<file path="config.mk">
export PLATFORM = sky130hd
export DESIGN_NAME = mem_access_unit
export DESIGN_NICKNAME = d
export VERILOG_FILES = /design/src/rtl/mem_access_pkg.sv /design/src/rtl/mem_byte_lane.sv /design/src/rtl/mem_access_unit.sv
export SDC_FILE = /design/constraint.sdc
export NUM_CORES = 1
export LEC_CHECK = 0
export BUFFER_PORTS_ARGS = -buffer_cell sky130_fd_sc_hd__buf_2
export CAP_MARGIN = 20
export CORE_ASPECT_RATIO = 1.5
export CORE_UTILIZATION = 47
export CTS_CLUSTER_SIZE = 25
export DETAILED_ROUTE_END_ITERATION = 10
export GPL_ROUTABILITY_DRIVEN = 0
export PLACE_DENSITY = 0.81
export SYNTH_ARGS = -nofsm -noshare
export SYNTH_HDL_FRONTEND = slang
export SYNTH_HIERARCHICAL = 1
export SYNTH_SLANG_ARGS = --single-unit
export TNS_END_PERCENT = 10
</file>
<file path="constraint.sdc">
create_clock -name Clk -period 1.9 [get_ports Clk]
set_input_delay 0.19 -clock Clk [delete_from_list [all_inputs] [get_ports Clk]]
set_output_delay 0.19 -clock Clk [all_outputs]
set_load 0.1 [all_outputs]
</file>
<file path="src/rtl/mem_access_pkg.sv">
// rtl/mem_access_pkg.sv - shared types for the load/store memory access unit
package mem_access_pkg;

    typedef enum logic [1:0] {
        BYTE = 2'b00,
        HALF = 2'b01,
        WORD = 2'b10
    } access_size_e;

    typedef enum logic [1:0] {
        IDLE,
        READ,
        WRITE,
        RESP
    } state_e;

    localparam int CNT_W = 3;

endpackage

</file>
<file path="src/rtl/mem_byte_lane.sv">
// rtl/mem_byte_lane.sv - load extension and sub-word store merge
module mem_byte_lane
    import mem_access_pkg::*;
(
    input  access_size_e size,
    input  logic         zero_ext,
    input  logic [31:0]  rdata,
    input  logic [31:0]  wdata,
    output logic [31:0]  load_data,
    output logic [31:0]  merged_data
);

    always_comb begin
        load_data   = rdata;
        merged_data = wdata;
        case (size)
            BYTE: begin
                load_data   = {{24{~zero_ext & rdata[7]}}, rdata[7:0]};
                merged_data = {rdata[31:8], wdata[7:0]};
            end
            HALF: begin
                load_data   = {{16{~zero_ext & rdata[15]}}, rdata[15:0]};
                merged_data = {rdata[31:16], wdata[15:0]};
            end
            default: begin
                load_data   = rdata;
                merged_data = wdata;
            end
        endcase
    end

endmodule

</file>
<file path="src/rtl/mem_access_unit.sv">
// rtl/mem_access_unit.sv - single-outstanding load/store unit with read-modify-write for sub-word stores
module mem_access_unit
    import mem_access_pkg::*;
#(
    parameter int READ_LATENCY = 1
) (
    input  logic        Clk,
    input  logic        Reset,
    input  logic        req_valid,
    output logic        req_ready,
    input  logic        req_we,
    input  logic [1:0]  req_size,
    input  logic        req_unsigned,
    input  logic [31:0] req_addr,
    input  logic [31:0] req_wdata,
    output logic        resp_valid,
    output logic [31:0] resp_rdata,
    output logic [31:0] mem_raddress,
    output logic [31:0] mem_waddress,
    output logic [31:0] mem_datain,
    output logic        mem_wr,
    input  logic [31:0] mem_dataout
);

    localparam logic [CNT_W-1:0] LAST_CNT = CNT_W'(READ_LATENCY);

    state_e             state_q, state_d;
    logic [CNT_W-1:0]   cnt_q;
    logic               we_q;
    access_size_e       size_q;
    logic               uns_q;
    logic [31:0]        addr_q;
    logic [31:0]        wdata_q;
    logic [31:0]        rdata_q;
    logic [31:0]        load_data;
    logic [31:0]        merged_data;
    logic               accept;
    logic               read_done;

    assign accept    = req_valid & req_ready;
    assign read_done = (state_q == READ) && (cnt_q == LAST_CNT);

    always_ff @(posedge Clk) begin
        if (Reset) begin
            state_q <= IDLE;
        end else begin
            state_q <= state_d;
        end
    end

    // Only full-word stores skip the read; sub-word stores need the old word to merge into.
    always_comb begin
        state_d = state_q;
        case (state_q)
            IDLE:    if (req_valid) state_d = (req_we && req_size[1]) ? WRITE : READ;
            READ:    if (read_done) state_d = we_q ? WRITE : RESP;
            WRITE:   state_d = RESP;
            RESP:    state_d = IDLE;
            default: state_d = IDLE;
        endcase
    end

    always_ff @(posedge Clk) begin
        if (Reset) begin
            cnt_q   <= '0;
            we_q    <= 1'b0;
            size_q  <= BYTE;
            uns_q   <= 1'b0;
            addr_q  <= '0;
            wdata_q <= '0;
            rdata_q <= '0;
        end else begin
            if (accept) begin
                we_q    <= req_we;
                size_q  <= req_size[1] ? WORD : access_size_e'(req_size);
                uns_q   <= req_unsigned;
                addr_q  <= req_addr;
                wdata_q <= req_wdata;
            end
            if (state_q != READ && state_d == READ) begin
                cnt_q <= '0;
            end else if (state_q == READ) begin
                cnt_q <= cnt_q + 1'b1;
            end
            if (read_done) begin
                rdata_q <= mem_dataout;
            end
        end
    end

    mem_byte_lane u_byte_lane (
        .size        (size_q),
        .zero_ext    (uns_q),
        .rdata       (rdata_q),
        .wdata       (wdata_q),
        .load_data   (load_data),
        .merged_data (merged_data)
    );

    always_comb begin
        req_ready    = (state_q == IDLE) && !Reset;
        resp_valid   = (state_q == RESP) && !Reset;
        resp_rdata   = (state_q == RESP && !we_q) ? load_data : '0;
        mem_wr       = (state_q == WRITE) && !Reset;
        mem_raddress = addr_q;
        mem_waddress = addr_q;
        mem_datain   = merged_data;
    end

endmodule
</file>
# After elaboration in Yosys (flattened, before gate mapping)
# Cells that the tools add are included.
# W data, S select, Z words.
[classes]
n_addsub = 1
n_eq_ne = 7
mux = 9
bitwise = 4
reduce_logical = 12
[op_table]
columns = ["operator", "count"]
rows = [
  ["$pmux W32 S2", 2],
  ["$mux W32", 1],
  ["$mux W2", 4],
  ["$pmux W2 S4", 1],
  ["$logic_and A1 B1 Y1", 7],
  ["$eq A2 B1 Y1 const B", 3],
  ["$eq A2 B2 Y1 const B", 2],
  ["$logic_not A2 Y1", 2],
  ["$add A3 B1 Y3 const B", 1],
  ["$and A1 B1 Y1", 3],
  ["$eq A3 B1 Y1 const B", 1],
  ["$logic_not A1 Y1", 2],
  ["$ne A2 B1 Y1 const B", 1],
  ["$reduce_or A2 Y1", 1],
  ["$mux W1", 1],
  ["$not A1 Y1", 1],
]
[word_totals]
ff_bits = 105
inputBits = 103
wordCells = 41

# Logic depth before layout (Yosys ltp)
[logic_depth]
word_depth = 7
ltp_mapped = 7
ltp_nobuf = 5

# Modules after synthesis
# Netlist, hierarchy kept.
[modules_own_cells]
columns = ["mod", "n_inst", "cells_each", "area_each_um2"]
rows = [
  ["mem_access_unit", 1, 538, 4214.0],
  ["mem_byte_lane", 1, 93, 725.7],
]

# Worst setup path before layout
# OpenSTA, ideal clock, no wires.
[synth_path]
path_type = "input port to output port"
start = "input port Reset"
end = "output port mem_wr"
arrival_time_ns = 2.761
slack_ns = -1.051
cell_stages = 3
n_path_buf = 2
cell_sequence = "clkbuf_1 -> clkbuf_1 -> nor3b_1"
[synth_between]
elab_chain_cells = 2
[synth_lines]
columns = ["item", "line_no", "text"]
rows = [
  ["from (decl)", "mem_access_unit.sv:8", "input logic Reset,"],
  ["$logic_not A1 Y1", "mem_access_unit.sv:104", "mem_wr = (state_q == WRITE) && !Reset;"],
  ["$logic_and A1 B1 Y1", "mem_access_unit.sv:104", ""],
  ["to (decl)", "mem_access_unit.sv:21", "output logic mem_wr,"],
]
# Every way passes these cells.

# Worst setup path after layout
[layout_path]
start = "register size_q[1]"
end = "output port resp_rdata[24]"
[layout_between]
elab_chain_cells = 3
[layout_lines]
columns = ["item", "line_no", "text"]
rows = [
  ["from (decl)", "mem_access_unit.sv:30", "access_size_e size_q;"],
  ["from (signal assigned)", "mem_access_unit.sv:75", "size_q <= req_size[1] ? WORD : access_size_e'(req_size);"],
  ["$eq A2 B1 Y1 / $logic_not A2 Y1 (equally long branches)", "mem_byte_lane.sv:16", "case (size)"],
  ["$pmux W32 S2 *", "mem_byte_lane.sv:16", ""],
  ["net load_data[24]", "mem_access_unit.sv:35", "logic [31:0] load_data;"],
  ["$mux W32 *", "mem_access_unit.sv:103", "resp_rdata = (state_q == RESP && !we_q) ? load_data : '0;"],
  ["to (decl)", "mem_access_unit.sv:17", "output logic [31:0] resp_rdata,"],
]
# Mark *: on every way through the listed nets, which the timed path passes. The rest lies on a longest branch.

==> metrics.md <==
| Metric | Value |
|---|---|
| Die Y | ~130 um |
| Gr usage total | between 20% and 30% |
| Total power | roughly 6.4 mW |
| Dpl cells | about 930 |
| Drt total wl | approximately 14 mm |
| Crit path kind | register to primary output |
| Vias per inst | 5.00 |
| Min cycle time layout | approximately 1.9 ns |
| Top post-synthesis cells by area | dfxtp_1 43%, nand2_1 16%, a21oi_1 10% |
| Routed Antenna Nets | 0 |
| Simple-gate share of the synthesized area | a little under a quarter |
| Sequential area share after synthesis | a little over two fifths |
| Adder-Cell Fraction of Synth Area | 0.507% |
| CP Data Arrival Time | around 1.7 ns |
| Initial core utilization | about half |
| RSZ-0062 raised after global routing | true |
| Crit Path Max Fanout | 6 |
| Clk slew on worst S/H paths | ~0.070 ns |
| Status | finished, final reports clean |
| Clock Sinks | about 110 |
| Leak Pwr | roughly 3.1 nW |
| Row cnt | 45 |
| First drt pass iteration count | 4 |
| Routed WL per cell | approximately 14 um |
| Fin nets | between 900 and 1000 |
| Layout cells sized above 1 | approximately 40% |
| Compound-Gate Fraction of Synth Area | between 10 and 15% |
| P&R area growth vs syn | 42.0% |
| Synthesized area | just under 0.005 mm^2 |
| H-tree levels | 3 |
| Critical path launch point type | register |
| YS warnings | 6 |
| Remaining DRCs | 0 |
| CTS Hold Buffers Added | 0 |
| Final instance area | ~0.007 mm^2 |
| Setup Skew | 0.00407 ns |
| Mapped Cells | 631 |
| Port Buffer Count | between 200 and 250 |
| TritonCTS clock tree | yes |
| HPWL after DPL | 9.56 mm |
| Die Area | between 0.01 and 0.015 mm^2 |
| Syn_area_per_cell | 7.83 um^2 |
| Core area | approximately 0.010 mm^2 |
| FF+latch count, synth | ~110 |
| Fmax | between 500 and 600 MHz |
| Placement Cell Area | 0.00662 mm^2 |
| Min setup slack post-route | ~0.026 ns |
| Initial antenna violation count | 1 |
| Final Cycle Share | ~99% |
| Layout Cells excl Fill | approximately 950 |
| Synth top area share | between 40% and 50% |
| Place WS | approximately 0.19 ns |
| Hold Fails Final Rpt | 0 |
| Cell type with the largest total area after synthesis | dfxtp_1 |
| CTS root buf | clkbuf_16 |
| CTS Buf Count | 9 |
| Power per cell area | about 900 mW/mm^2 |
| Critical path data required time | ~1.7 ns |
| Least-Margin Pin Slew | 0.506 ns |
| IO Pins | 234 |
| Hold Path Class | primary input to register |
| Post-synthesis mux area share | 5.75% |
| Overflow after GRT | 0 |
| Largest family of logic cells by synthesized area | simple AND/OR/NAND/NOR gates |
| VDD IR-drop max | about 0.82 mV |
| Endpoints failing setup | 0 |
| Iter 0 DRT Violations | ~160 |
| First-pass GRT wire length | roughly 21 mm |
| Vias in the first global route | approximately 4600 |
| Vias post-DR | 4733 |
| XOR/XNOR share of the synthesized area | less than 1% |
| Pin count of the biggest net entering global routing | 100 |
| Clk_lat worst skew | between 0.3 and 0.4 ns |
| Syn nets | around 740 |
| Endpoint class of the critical path | primary output |
| Hold Slack | between 0.07 and 0.08 ns |
| Worst slew margin | ~67% |
| # Max-Cap Violations | 0 |
| Count of cell types in the netlist | 34 |
| CTS max path bufs | 2 |
| Die W | approximately 86 um |
| Slew Viols, Final | 0 |
==> Yosys cell counts <==
cell and number:
a211oi_1 1, a21o_1 9, a21oi_1 101, a31oi_1 1
and2_1 32, and4bb_2 1, buf_2 15, buf_4 52
buf_6 7, clkbuf_1 22, dfxtp_1 105, ha_1 2
inv_1 1, mux2_2 23, mux2_4 1, mux2i_1 1
nand2_1 217, nand3b_1 4, nand4bb_1 1, nor2_1 5
nor2_2 1, nor2b_1 2, nor3_1 1, nor3b_1 1
nor3b_4 1, nor4b_4 1, o21ai_0 7, o21ai_1 5
o21ai_2 5, o31ai_1 1, or2_1 2, or3b_1 1
xnor2_1 1, xor2_1 1
==> cells in the final DEF, fill, tap and decap left out, types with 2 or more instances in the layout <==
master / netlist / layout
o21ai_0: 7 / 6
ha_1: 2 / 2
a21o_1: 9 / 9
dfxtp_4: 0 / 2
dfxtp_2: 0 / 3
nand2_1: 217 / 217
clkinvlp_4: 0 / 2
nor2b_1: 2 / 2
o21ai_1: 5 / 6
nand3b_1: 4 / 4
dfxtp_1: 105 / 100
buf_12: 0 / 56
a21oi_1: 101 / 101
buf_2: 15 / 176
nor2_2: 1 / 2
clkbuf_16: 0 / 9
nor2_1: 5 / 3
inv_6: 0 / 3
and2_1: 32 / 28
mux2_2: 23 / 23
and2_4: 0 / 4
buf_4: 52 / 15
or2_4: 0 / 2
buf_6: 7 / 5
o21ai_2: 5 / 5
==> critical path, stage by stage, from the launching register on <==
cell and delay [ns]:
dfxtp_4 0.38, or2_4 0.29, buf_4 0.17, o21ai_2 0.13, and2_1 0.18, buf_12 0.18
==> kinds of logic after synthesis <==
kind of cell / Yosys count
and+or+nand+nor: 270
AOI/OAI and AO/OA: 130
DFF: 105
buffers and inverters: 97
muxes: 25
xor gates and xnor gates: 2
adders and majority gates: 2
==> worst paths after layout <==
kind	start	to	slack, ns	depth (start not counted)
worst max-delay path	size_q[1]	resp_rdata[24]	0.03	5
worst min-delay path	req_addr[20]	mem_raddress[20]	0.08	3
worst max register to register	cnt_q[0]	rdata_q[16]	0.40	5
worst min register to register	wdata_q[10]	wdata_q[10]	0.45	2
==> stage by stage <==
step	TNS (ns)	util [%]
detailed placement	0	65.0
global placement	0	65.0
floorplan	-0.921	-
finish	0	68.9
global route	-0.0472	68.9
CTS	-0.0109	68.3
==> layer usage <==
metal	global-route usage, %	part of all wire (%)	up-vias
met4	13.4	3.2	0
li1	-	-	2327
met1	26.1	37	2182
met2	44.8	55	186
met5	0	0	-
met3	5.04	5.0	38
==> sequential cells by signal (all words and copies together) (netlist names) <==
signal,cells
state_q,2
wdata_q,32
cnt_q,3
size_q,2
mem_raddress,32
uns_q,1
rdata_q,32
we_q,1
==> what timing repair did <==
item | 4_1_cts | 5_1_grt
pin swaps | 2 | 1
setup buffers | 1 | 2
cloned | 0 | 1
setup endpoints to repair | 41 | 34
resized for setup | 13 | 13
==> where the power goes <==
part           total (mW)  internal (mW)  switching [mW]
Clock                1.80          0.942           0.858
Combinational        2.16          0.493            1.67
Sequential           2.47           2.36           0.112
Total                6.43           3.79            2.64
==> layout make-up <==
cell class,count,area [um^2]
diodes,1,2.50
clock buffers,10,239
clock inverters,6,50.0
fillers,794,3170
inverters,1,3.75
multi-input cells,430,2260
flip-flops and latches,105,2110
well taps,141,176
repair buffers,252,2170
Power figures use the tool's default switching activity.
